$ cat src/rtl/multdiv_sequencer.sv
// Execute-stage sequencer for the iterative mul/div unit: latches operands, issues
// one start strobe, stalls the front of the pipe, then emits a single writeback.
module multdiv_sequencer #(
  parameter int          MAX_CYCLES   = 40,
  parameter logic [31:0] MUL_EXC_CODE = 32'd4,
  parameter logic [31:0] DIV_EXC_CODE = 32'd5
) (
  input  logic        clock,
  input  logic        reset,
  input  logic        x_mul,
  input  logic        x_div,
  input  logic [4:0]  x_rd,
  input  logic [31:0] x_operandA,
  input  logic [31:0] x_operandB,
  input  logic        cancel,
  output logic        ctrl_MULT,
  output logic        ctrl_DIV,
  output logic [31:0] md_operandA,
  output logic [31:0] md_operandB,
  input  logic [31:0] md_result,
  input  logic        md_ready,
  input  logic        md_exception,
  output logic        stall,
  output logic        busy,
  output logic        wb_valid,
  output logic [4:0]  wb_rd,
  output logic [31:0] wb_data,
  output logic        timeout
);

  // Handshake: md_ready is a single-cycle valid with no back-pressure; md_result and
  // md_exception are only looked at in BUSY while md_ready is high.
  typedef enum logic [1:0] {IDLE, START, BUSY, DONE} state_t;

  state_t      state, nextState;
  logic        opMul;
  logic [4:0]  rdReg;
  logic [31:0] opA, opB, resReg;
  logic        excReg;
  logic [5:0]  cycleCount;
  logic        timeoutReg;
  logic        req, hitLimit;

  assign req      = (x_mul | x_div) & ~cancel;
  assign hitLimit = (cycleCount == 6'(MAX_CYCLES - 1));

  always_ff @(posedge clock or posedge reset) begin
    if (reset) state <= IDLE;
    else       state <= nextState;
  end

  always_comb begin
    nextState = state;
    case (state)
      IDLE:  if (req) nextState = START;
      START: nextState = cancel ? IDLE : BUSY;
      BUSY: begin
        if (cancel)                     nextState = IDLE;
        else if (md_ready || hitLimit)  nextState = DONE;
      end
      DONE:    nextState = IDLE;
      default: nextState = IDLE;
    endcase
  end

  always_ff @(posedge clock or posedge reset) begin
    if (reset) begin
      opMul      <= 1'b0;
      rdReg      <= 5'd0;
      opA        <= 32'd0;
      opB        <= 32'd0;
      resReg     <= 32'd0;
      excReg     <= 1'b0;
      cycleCount <= 6'd0;
      timeoutReg <= 1'b0;
    end else begin
      case (state)
        IDLE: begin
          if (req) begin
            opMul  <= x_mul;  // mul wins when both type bits are set
            rdReg  <= x_rd;
            opA    <= x_operandA;
            opB    <= x_operandB;
            resReg <= 32'd0;
            excReg <= 1'b0;
          end
        end
        START: cycleCount <= 6'd0;
        BUSY: begin
          if (!cancel) begin
            cycleCount <= cycleCount + 6'd1;
            if (md_ready) begin
              resReg <= md_result;
              excReg <= md_exception;
            end else if (hitLimit) begin
              excReg     <= 1'b1;
              timeoutReg <= 1'b1;
            end
          end
        end
        default: ;
      endcase
    end
  end

  assign md_operandA = opA;
  assign md_operandB = opB;
  assign timeout     = timeoutReg;
  assign busy        = (state != IDLE);
  assign ctrl_MULT   = (state == START) &&  opMul;
  assign ctrl_DIV    = (state == START) && !opMul;

  // In IDLE the stall follows the request combinationally, held low while in reset.
  always_comb begin
    stall = 1'b0;
    case (state)
      IDLE:        stall = req & ~reset;
      START, BUSY: stall = 1'b1;
      default:     stall = 1'b0;
    endcase
  end

  always_comb begin
    wb_valid = 1'b0;
    wb_rd    = 5'd0;
    wb_data  = 32'd0;
    if (state == DONE) begin
      if (excReg) begin
        wb_valid = 1'b1;
        wb_rd    = 5'd30;
        wb_data  = opMul ? MUL_EXC_CODE : DIV_EXC_CODE;
      end else if (rdReg != 5'd0) begin
        wb_valid = 1'b1;
        wb_rd    = rdReg;
        wb_data  = resReg;
      end
    end
  end

endmodule
$ cat config.mk
export PLATFORM = sky130hd
export DESIGN_NAME = multdiv_sequencer
export DESIGN_NICKNAME = d
export VERILOG_FILES = /design/src/rtl/multdiv_sequencer.sv
export SDC_FILE = /design/constraint.sdc
export NUM_CORES = 1
export LEC_CHECK = 0
export CORE_ASPECT_RATIO = 1.25
export CORE_MARGIN = 10
export CORE_UTILIZATION = 46
export DETAILED_ROUTE_END_ITERATION = 8
export GPL_ROUTABILITY_DRIVEN = 0
export PLACE_DENSITY = 0.82
export SKIP_LAST_GASP = 1
export SLEW_MARGIN = 15
export SYNTH_ARGS = -nofsm -noshare
export SYNTH_HDL_FRONTEND = slang
export SYNTH_SLANG_ARGS = --single-unit
$ cat constraint.sdc
create_clock -name clock -period 8.5 [get_ports clock]
set_input_delay 1.275 -clock clock [delete_from_list [all_inputs] [get_ports clock]]
set_output_delay 1.275 -clock clock [all_outputs]
set_load 0.05 [all_outputs]
* Yosys cells after proc, flatten, opt, wreduce, memory -nomap -nowiden
Index checks and enable logic that the tools add are counted.
** Cells by class
- $add $sub $neg :: 1
- Multipliers :: 0
- Divide/modulo/power cells :: 0
- Order comparisons :: 0
- Equality and inequality tests :: 9
- Shift operators :: 0
- Mux-type cells :: 27
- Bitwise logic cells :: 6
- Reduce and logical (&&, ||, !) cells :: 16
** Operators by type and width (number)
- $mux W32 :: 6
- $pmux W32 S2 :: 1
- $mux W5 :: 3
- $pmux W6 S2 :: 1
- $reduce_and A4 Y1 :: 3
- $mux W1 :: 8
- $mux W2 :: 4
- $pmux W2 S4 :: 1
- $add A6 B1 Y6 const B :: 1
- $eq A6 B6 Y1 const B :: 1
- $mux W6 :: 1
- $ne A2 B2 Y1 const B :: 3
- $ne A3 B3 Y1 const B :: 2
- $reduce_and A2 Y1 :: 3
- $reduce_bool A2 Y1 :: 3
- $reduce_bool A5 Y1 :: 1
- $eq A2 B2 Y1 const B :: 2
- $pmux W1 S2 :: 2
- $not A1 Y1 :: 3
- $and A1 B1 Y1 :: 2
- $eq A2 B1 Y1 const B :: 1
- $logic_and A1 B1 Y1 :: 2
- $logic_not A2 Y1 :: 1
- $reduce_or A2 Y1 :: 1
- 3 further kinds :: 3
** Storage, ports and cells
- Flip-flop bits (word level) :: 112
- Latch bits :: 0
- Memory bits (writable) :: 0
- Memory bits (read-only) :: 0
- Output and inout bits :: 107
- Memories kept :: 0

* Depth between registers and ports, before layout
Gate-level depths: netlist of the first run.
- Depth in word-level cells :: 5
- Mapped depth :: 7
- Depth with buffers taken out :: 5

* Least setup slack after synthesis of the first run
No wires, ideal clock.
- Path kind :: input-to-output
- From :: input port reset
- To :: output port stall
- Arrival time :: 4.587 ns
- Setup slack :: 2.638 ns
- Stages :: 3
- Buffers on the path :: 0
- Cells stage by stage :: inv_1 > a31oi_1 > nor2_1
** On the way
- Word-level cells in the longest chain between the ends :: 3
** RTL lines
- from (decl) :: RTL line 9 : input logic reset,
- $not A1 Y1 :: RTL line 117 : IDLE: stall = req & ~reset;
- $and A1 B1 Y1 :: RTL line 117
- $pmux W1 S2 :: RTL line 116 : case (state)
- to (decl) :: RTL line 23 : output logic stall,
No other way between the ends.

* Final worst setup path of the first run
- From :: input port cancel
- To :: output port stall
** On the way
- Word-level cells in the longest chain between the ends :: 4
** RTL lines
- from (decl) :: RTL line 15 : input logic cancel,
- $not A1 Y1 (no source line)
- $and A1 B1 Y1 :: RTL line 44 : assign req = (x_mul | x_div) & ~cancel;
- $and A1 B1 Y1 :: RTL line 117
- $pmux W1 S2 :: RTL line 116
No other way between the ends.

==> results of run 1 <==
-- cell families (layout without fill, tap and decap cells) --
logic type,Yosys count,count (layout),share of synthesized area [%]
AOI/OAI and AO/OA,31,31,5.25
other,0,1,0
DFF,112,112,55.7
adders and majority gates,5,5,1.24
and+or+nand+nor,93,93,9.80
buffers and inverters,62,273,5.97
muxes,102,102,22.0
-- per-stage QoR --
step / total power, W / std cells / hold WS, ps / util [%] / setup slack (ps)
floorplan: 0.00197 / 405 / 484 / - / 2640
global placement: 0.00247 / 732 / 486 / 67.7 / 4000
detailed placement: 0.00252 / 732 / 492 / 67.7 / 3990
CTS: 0.00302 / 748 / 510 / 71.0 / 3980
global route: 0.00312 / 748 / 520 / 71.0 / 3900
finish: 0.00299 / 749 / 508 / 71.0 / 3980
-- cell type report --
class / instances / area (sq um) / area share, %
repair buffers: 218 / 2170 / 28.7
clock inverters: 7 / 126 / 1.67
diodes: 1 / 2.50 / 0.0330
inverters: 39 / 149 / 1.97
multi-input cells: 231 / 1930 / 25.5
flip-flops and latches: 112 / 2800 / 37.0
well taps: 132 / 165 / 2.18
clock buffers: 9 / 225 / 2.97
-- cells in the mapped netlist (2+ instances only) --
cell | count | area share [%]
buf_6 | 7 | 1.6
or3_1 | 2 | 0.25
a211o_1 | 2 | 0.35
inv_1 | 39 | 2.9
o22ai_1 | 2 | 0.25
nor3_1 | 2 | 0.20
ha_1 | 5 | 1.2
o21a_1 | 4 | 0.60
clkbuf_1 | 6 | 0.45
a21oi_1 | 2 | 0.20
a21boi_0 | 4 | 0.60
o21ai_0 | 3 | 0.30
nand3_1 | 3 | 0.30
buf_2 | 8 | 0.80
nand2_1 | 38 | 2.8
dfrtp_1 | 112 | 56
mux2i_1 | 32 | 6.4
nand2b_1 | 2 | 0.25
mux2_2 | 70 | 16
nor2b_1 | 3 | 0.37
nor2_1 | 4 | 0.30
and2_1 | 31 | 3.9
-- routing by layer --
| layer | GRT usage, % | wire (um) |
|---|---|---|
| met5 | 0 | 0 |
| met4 | 6.00 | 155 |
| met3 | 10.4 | 1710 |
| met2 | 32.1 | 7540 |
| met1 | 18.3 | 5230 |
-- flip-flops by register name, summed over array words and instances (netlist names) --
name / count
md_operandB: 32
timeout: 1
md_operandA: 32
resReg: 32
excReg: 1
state: 2
rdReg: 5
opMul: 1
cycleCount: 6
-- critical path, delay by kind of cell --
| kind | cells | cell delay (ps) |
|---|---|---|
| simple gates | 1 | 110 |
| buf+inv | 2 | 1390 |
| compound gates | 2 | 460 |
-- how the worst max path moves through the flow --
stage	from	slack, ps	depth (start not counted)	endpoint
2_1_floorplan	reset	2640	3	stall
4_1_cts	cancel	3980	5	stall
5_1_grt	cancel	3900	5	stall
3_3_place_gp	cancel	4000	5	stall
3_5_place_dp	cancel	3990	5	stall
6_report	cancel	3980	5	stall
-- power breakdown --
group / leakage (nW) / internal [W] / switching (W)
Sequential: 1.40 / 0.000757 / 0.000130
Clock: 0.173 / 0.000292 / 0.000199
Combinational: 1.57 / 0.000606 / 0.00100
==> summary.md, run 1 <==
| Metric | Value |
|---|---|
| Initial Util | between 40% and 50% |
| Top cell by count, worst path | clkdlybuf4s50_1 |
| Crit-path slowest cell | clkdlybuf4s50_1 |
| Number of setup buffers added after CTS | 0 |
| DRC viols | 0 |
| Outcome | finished clean |
| Final Hold Fails | 0 |
| Tmin final | ~4500 ps |
| Syn Std Cell Area | approximately 5000 sq um |
| CTS Root Cell | clkbuf_16 |
| Number of H-tree levels | 3 |
| Rows | 42 |
| DRT Pass-1 Iters | 4 |
| Crit path launch type | input port |
| Peak supply drop | 0.291 mV |
| Initial antenna violation count | 0 |
| Max_slew headroom | 32.8% |
| Die H | 137 um |
| Post-Route WL | around 15000 um |
| Post-CTS resize count | 0 |
| Seq/Total Area, Yosys | 55.7% |
| Fin. max-slew vios | 0 |
| Dpl cell area | 7220 sq um |
| TritonCTS Sinks | 112 |
| CP Data Arrival Time | approximately 3200 ps |
| WHS Path Cells | 1 |
| Syn avg cell area | 12.4 sq um |
| Most common cell after layout, fill and taps aside | clkdlybuf4s50_1 |
| Fmax | between 200 and 250 MHz |
| Min-delay src | md_operandA[14]$_DFFE_PP0P_ |
| Reg-to-reg setup timing slack | 6090 ps |
| Final setup viols | 0 |
| Synth Register Bits | roughly 110 |
| Net Count, Synth | 518 |
| # nets final | 724 |
| Global-route wire length before repair | approximately 22000 um |
| # fillers | 769 |
| YS warnings | 0 |
| Cell chain of the critical path | clkdlybuf4s50_1 -> o21ba_2 -> a31oi_1 -> nor2_1 -> clkdlybuf4s50_1 |
| Placed wire-length estimate | around 11000 um |
| # IOs | about 220 |
| Grt total ovfl | 0 |
| Syn-to-layout area delta | 50.5% |
| Fin area | 7570 sq um |
| Die width | 114 um |
| Worst min path class | reg2reg |
| Worst Hold Endpoint | md_operandA[14]$_DFFE_PP0P_ |
| Largest net degree at the start of global routing | 84 |
| Sum of negative setup slack | 0 ps |
| Crit path kind | in2out |
| Commonest cells after routing, fill and taps aside | 214 x clkdlybuf4s50_1, 112 x dfrtp_1, 70 x mux2_2, 38 x inv_1, 37 x nand2_1 |
| CTS tree | yes |
| RSZ-0062 raised after global routing | false |
| Clock Pin Slew Worst Setup and Hold Paths | 80 ps |
| Leakage Power | 3.14 nW |
| Slew at the pin closest to its max-slew limit | 1010 ps |
| Routed vias | about 3800 |
| Reg2Reg Capture Point | resReg[8]$_DFFE_PP0P_ |
| Core ar. | 10700 sq um |
| Num CTS Buffers | 9 |
| Tcrit/Tclk final | a little over half |
| Die area | 15500 sq um |
| Vias/cell | slightly above 5 |
| Asr flop ratio synth | 100% |
| Drt first-iter violations | 143 |
| Antenna Nets Post-Route | 0 |
| Max-cap violations | 0 |
| Yosys cell types | 46 |
| Vias in the first global route | 4112 |
| Fin Clk Skew | around 10 ps |
| Power Dens Cells | 394 nW/um^2 |
| Mapped Cells | 405 |
| R2R Path Start | state[0]$_DFFE_PP0P_ |
| Max stage delay on crit path | 810 ps |
| Nature of the critical path endpoint | primary output |
| Critical path required time | 7220 ps |
| Reg2Reg Depth | 7 |
| Layout cells sized above 1 | 16.4% |
| Worst-Skew Late Latency | 350 ps |
| Wire per inst | 19.5 um |
| Number of enable flip-flop cells after synthesis | 0 |
| Synth Flop Type | dfrtp_1 |
| Post-CTS Hold Buffers | 0 |
| Worst-path fanout max | 9 |
| IO buf count | 214 |
| Gr usage total | about 18% |
| Longest Clk Path Bufs | 2 |
(Power assumes the default switching activity.)
==> run 2: changes to the inputs <==
CORE_UTILIZATION = 43   (was 46)
PLACE_DENSITY = 0.77   (was 0.82)
clock period = 4.7 ns   (was 8.5 ns; I/O delays follow)
==> run 2 against run 1 <==
Net effect: critical path depth did not move; utilization decreased by 5.8 points; sequential power grew 79%; setup slack got worse by 2700 ps; die area grew 5.8%; first-iteration DRC count decreased by 29%; global-route usage down 1.6 points; wire length decreased by 4.4%; critical path type unchanged; highest routed layer unchanged.
==> summary.md, run 2 (synthesis results as in run 1) <==
| Metric | Value |
|---|---|
| Worst-path fanout max | 9 |
| Outcome | finished clean |
| CTS tree | yes |
| RSZ-0062 raised after global routing | false |
| Gr usage total | 16.9% |
| Switching power | 0.00237 W |
| Initial antenna violation count | 1 |
| # nets final | 725 |
| Clock Pin Slew Worst Setup and Hold Paths | 70 ps |
| Rows | 44 |
| Syn-to-layout area delta | 49.8% |
| Fin area | 7530 sq um |
| Nature of the critical path endpoint | primary output |
| Clock group share of total power | 13.9% |
| Switching Share | 45.4% |
| Critical path required time | 3990 ps |
| Initial Util | a little over two fifths |
| Most common cell after layout, fill and taps aside | clkdlybuf4s50_1 |
| Commonest cells after routing, fill and taps aside | 214 x clkdlybuf4s50_1, 112 x dfrtp_1, 70 x mux2_2, 38 x inv_1, 37 x nand2_1 |
| DRT Pass-1 Iters | 5 |
| Max stage delay on crit path | roughly 820 ps |
| DRC viols | 0 |
| Grt total ovfl | 0 |
| Layout cells sized above 1 | 16.4% |
| Crit-path slowest cell | clkdlybuf4s50_1 |
| Core ar. | 11600 sq um |
| IO buf count | between 200 and 250 |
| Fmax | 294 MHz |
| Fin. max-slew vios | 0 |
| Sequential fraction of design power | 30.6% |
| Global-route wire length before repair | 22000 um |
| Die area | ~16000 sq um |
| Die H | 141 um |
| Slew at the pin closest to its max-slew limit | around 860 ps |
| # IOs | about 220 |
| Cell chain of the critical path | clkdlybuf4s50_1 -> o21ba_2 -> a31oi_1 -> nor2_1 -> clkdlybuf4s50_1 |
| Final Hold Fails | 0 |
| Top cell by count, worst path | clkdlybuf4s50_1 |
| Sum of negative setup slack | 0 ps |
| Number of setup buffers added after CTS | 0 |
| Peak supply drop | approximately 0.41 mV |
| Tcrit/Tclk final | approximately 72% |
| Vias in the first global route | 4073 |
| CTS Root Cell | clkbuf_16 |
| Antenna Nets Post-Route | 0 |
| Crit path max-delay family | buffers and inverters |
| Number of H-tree levels | 3 |
| Worst-Skew Late Latency | 340 ps |
| Largest net degree at the start of global routing | 68 |
| TritonCTS Sinks | between 100 and 150 |
| Num CTS Buffers | 9 |
| Leakage Power | 3.10 nW |
| Post-CTS Hold Buffers | 0 |
| Drt first-iter violations | ~100 |
| Wire per inst | approximately 19 um |
| Vias/cell | 4.95 |
| Hold WS | 474 ps |
| Max_slew headroom | 42.6% |
| Power Dens Cells | 693 nW/um^2 |
| Max-cap violations | 0 |
| Worst min path class | reg2reg |
| Longest Clk Path Bufs | 2 |
| Die width | 117 um |
| Routed vias | 3744 |
| Buf+Inv Stages, Crit Path | 2 |
| Crit path kind | in2out |
| Final setup viols | 0 |
| Dpl cell area | 7250 sq um |
| Comb power frac | 55.5% |
| Post-Route WL | 14000 um |
| Post-CTS resize count | 0 |
| Internal power | 0.00285 W |
| CP Data Arrival Time | approximately 2700 ps |
| Fin Clk Skew | ~6.2 ps |
| Tmin final | 3400 ps |
| Crit path launch type | input port |
| Placed wire-length estimate | 10800 um |
run 2: final cells by class:
class,instances,area (sq um)
clock buffers,11,243
inverters,39,150
well taps,138,173
multi-input cells,231,1930
clock inverters,5,41.3
flip-flops and latches,112,2800
repair buffers,219,2190
diodes,1,2.50
fillers,894,4030
run 2: final timing paths:
kind	slack, ps	start	to	cells after the start
worst max-delay path	1300	cancel	stall	5
worst min-delay path	470	timeout$_DFFE_PP0P_	timeout$_DFFE_PP0P_	1
worst max register to register	2200	state[0]$_DFFE_PP0P_	resReg[25]$_DFFE_PP0P_	7
worst min register to register	470	timeout$_DFFE_PP0P_	timeout$_DFFE_PP0P_	1
max in group asynchronous	2480	reset	md_operandB[10]$_DFFE_PP0P_	4
min in group asynchronous	930	reset	resReg[25]$_DFFE_PP0P_	3
run 2: per-stage QoR:
stage | util (%) | power (W) | setup WS, ps | cells
after global routing | 65.2 | 0.00550 | 1210 | 756
after global placement | 62.7 | 0.00447 | 1330 | 739
after detailed placement | 62.7 | 0.00455 | 1320 | 739
after floorplan | - | 0.00357 | 1020 | 405
after CTS | 65.2 | 0.00529 | 1310 | 755
final | 65.2 | 0.00522 | 1300 | 756
run 2: worst register-to-register path, delay by kind of cell, from the launching register on:
family                     cells  cell delay, ps
buffers and inverters          3            1030
DFF                            1             440
AOI/OAI and AO/OA              1             330
muxes                          1             330
adders and majority gates      1             150
and+or+nand+nor                1             130
run 2: routing by layer:
metal	global-route usage, %	vias to the layer above	wire, um
li1	-	1763	-
met1	18.2	1827	5140
met2	29.1	141	7090
met3	7.35	13	1550
met4	5.15	0	215
met5	0	-	0
run 2: power by group through the flow:
| stage | Clock, W | Combinational [W] | Sequential [W] |
|---|---|---|---|
| global placement | 0 | 0.00288 | 0.00158 |
| floorplan | 0 | 0.00100 | 0.00257 |
| detailed placement | 0 | 0.00293 | 0.00161 |
| CTS | 0.000748 | 0.00294 | 0.00160 |
| global route | 0.000796 | 0.00306 | 0.00165 |
| finish | 0.000727 | 0.00290 | 0.00159 |
==> run 3: changes to the inputs <==
CORE_UTILIZATION = 39   (was 43)
PLACE_DENSITY = 0.74   (was 0.77)
clock period = 2.8 ns   (was 4.7 ns; I/O delays follow)
==> run 3 against run 2 <==
Net effect: combinational power rose by 69%; largest power group unchanged; non-clock buffer count did not move; via count rose by 0.32%; sequential power rose by 69%; highest routed layer unchanged; clock-buffer cell count fell by 1; clock power rose by 76%.
==> summary.md, run 3 (synthesis results as in run 1) <==
| Metric | Value |
|---|---|
| Initial Util | 39.7% |
| DRT Pass-1 Iters | 4 |
| Hold WS | between 400 and 500 ps |
| Commonest cells after routing, fill and taps aside | 181 x clkdlybuf4s50_1, 112 x dfrtp_1, 70 x mux2_2, 38 x inv_1, 37 x nand2_1 |
| Non-Filler Instances | 786 |
| # nets final | just over 700 |
| CP Data Arrival Time | roughly 2300 ps |
| Post-layout power | roughly 0.0089 W |
| Vias in the first global route | 4264 |
| Global-route wire length before repair | 22900 um |
| Vias/cell | between 4 and 5 |
| Outcome | finished clean |
| Largest net degree at the start of global routing | 113 |
| Die area | about 18000 sq um |
| IO buf count | 214 |
| Slew at the pin closest to its max-slew limit | 633 ps |
| Post-CTS resize count | 0 |
| Routed vias | 3756 |
| Max-cap violations | 0 |
| Clock Pin Slew Worst Setup and Hold Paths | roughly 70 ps |
| Crit path launch type | register |
| # fillers | 1070 |
| Placed cells | 769 |
| Util after Layout | between 50 and 60% |
| Tcrit/Tclk final | 96.9% |
| Rows | 46 |
| Leakage Power | 3.22 nW |
| Die H | 147 um |
| Core ar. | 12700 sq um |
| Post-Route WL | around 14000 um |
| Syn-to-layout area delta | 49.8% |
| RSZ-0062 raised after global routing | false |
| Worst-path fanout max | 4 |
| TritonCTS Sinks | 112 |
| Grt total ovfl | 0 |
| Layout cells sized above 1 | 21.4% |
| Tmin final | 2710 ps |
| Post-CTS Hold Buffers | 0 |
| CTS Root Cell | clkbuf_16 |
| Wire per inst | 18.4 um |
| Final Hold Fails | 0 |
| FF+latch area | 2800 sq um |
| DRC viols | 0 |
| Final setup viols | 0 |
| Placed wire-length estimate | 11100 um |
| Critical path required time | 2380 ps |
| Nature of the critical path endpoint | primary output |
| Initial antenna violation count | 1 |
| Drt first-iter violations | 115 |
| Number of setup buffers added after CTS | 0 |
| Max_slew headroom | 57.8% |
| Power Dens Cells | between 1000 and 1500 nW/um^2 |
| CTS tree | yes |
| Gr usage total | 16.1% |
| Peak supply drop | 0.866 mV |
| Die width | between 100 and 150 um |
| Num CTS Buffers | 9 |
| # IOs | 215 |
| Worst min path class | reg2reg |
| Fin Clk Skew | 8.93 ps |
| Fin. max-slew vios | 0 |
| Antenna Nets Post-Route | 0 |
| Longest Clk Path Bufs | 2 |
| Crit path kind | reg2out |
| Worst-Skew Late Latency | ~340 ps |
| Most common cell after layout, fill and taps aside | clkdlybuf4s50_1 |
| Footprint of the multi-input gates | between 1500 and 2000 sq um |
| Number of H-tree levels | 3 |
| Fmax | 369 MHz |
==> run 3: changes by cell type in the layout (fill, tap and decap cells not counted) <==
cell	before	now
buf_4	4	33
buf_12	1	3
clkinv_4	2	0
clkbuf_8	1	0
bufinv_16	0	1
clkinv_2	0	2
clkdlybuf4s50_1	214	181
clkinvlp_4	3	2
inv_6	1	2
dlymetal6s2s_1	0	2
==> run 3: final cells by class <==
cell class | instances | area share [%]
inverters | 39 | 1.99
repair buffers | 219 | 28.5
multi-input cells | 231 | 25.6
flip-flops and latches | 112 | 37.2
clock inverters | 6 | 0.864
clock buffers | 10 | 3.04
diodes | 1 | 0.0332
well taps | 168 | 2.79
==> run 3: through the flow <==
| stage | worst slack (ps) | setup TNS [ps] | cell area, sq um |
|---|---|---|---|
| floorplan | -241 | -241 | 5030 |
| finish | 86.3 | 0 | 7530 |
| global placement | 437 | 0 | 7230 |
| global route | 36.8 | 0 | 7530 |
| detailed placement | 424 | 0 | 7230 |
| CTS | 50.3 | 0 | 7530 |
==> run 3: power breakdown <==
part	switching (W)	internal [W]	total, W
clock network	0.000580	0.000698	0.00128
registers	0.000384	0.00230	0.00268
logic	0.00305	0.00186	0.00490
total	0.00401	0.00485	0.00887
==> run 3: final timing paths <==
check | start | end | slack (ps) | depth (start not counted)
setup reg to reg | state[1]$_DFFE_PP0P_ | resReg[21]$_DFFE_PP0P_ | 710 | 6
setup / recovery | rdReg[1]$_DFFE_PP0P_ | wb_valid | 90 | 3
hold / removal | timeout$_DFFE_PP0P_ | timeout$_DFFE_PP0P_ | 480 | 1
hold reg to reg | timeout$_DFFE_PP0P_ | timeout$_DFFE_PP0P_ | 480 | 1
max in group asynchronous | reset | md_operandA[7]$_DFFE_PP0P_ | 1700 | 3
min in group asynchronous | reset | rdReg[1]$_DFFE_PP0P_ | 610 | 3
==> run 3: critical path, cell delays in order, from the launching register on <==
cell and delay, ps:
dfrtp_1 400, or4_4 580, o31a_1 250, clkdlybuf4s50_1 720
==> run 3: routing by layer <==
metal,GRT usage (%),up-vias,routed length [um]
li1,-,1758,-
met1,16.3,1836,5140
met4,5.79,0,334
met2,27.4,138,7460
met3,8.36,24,1560
met5,0,-,0
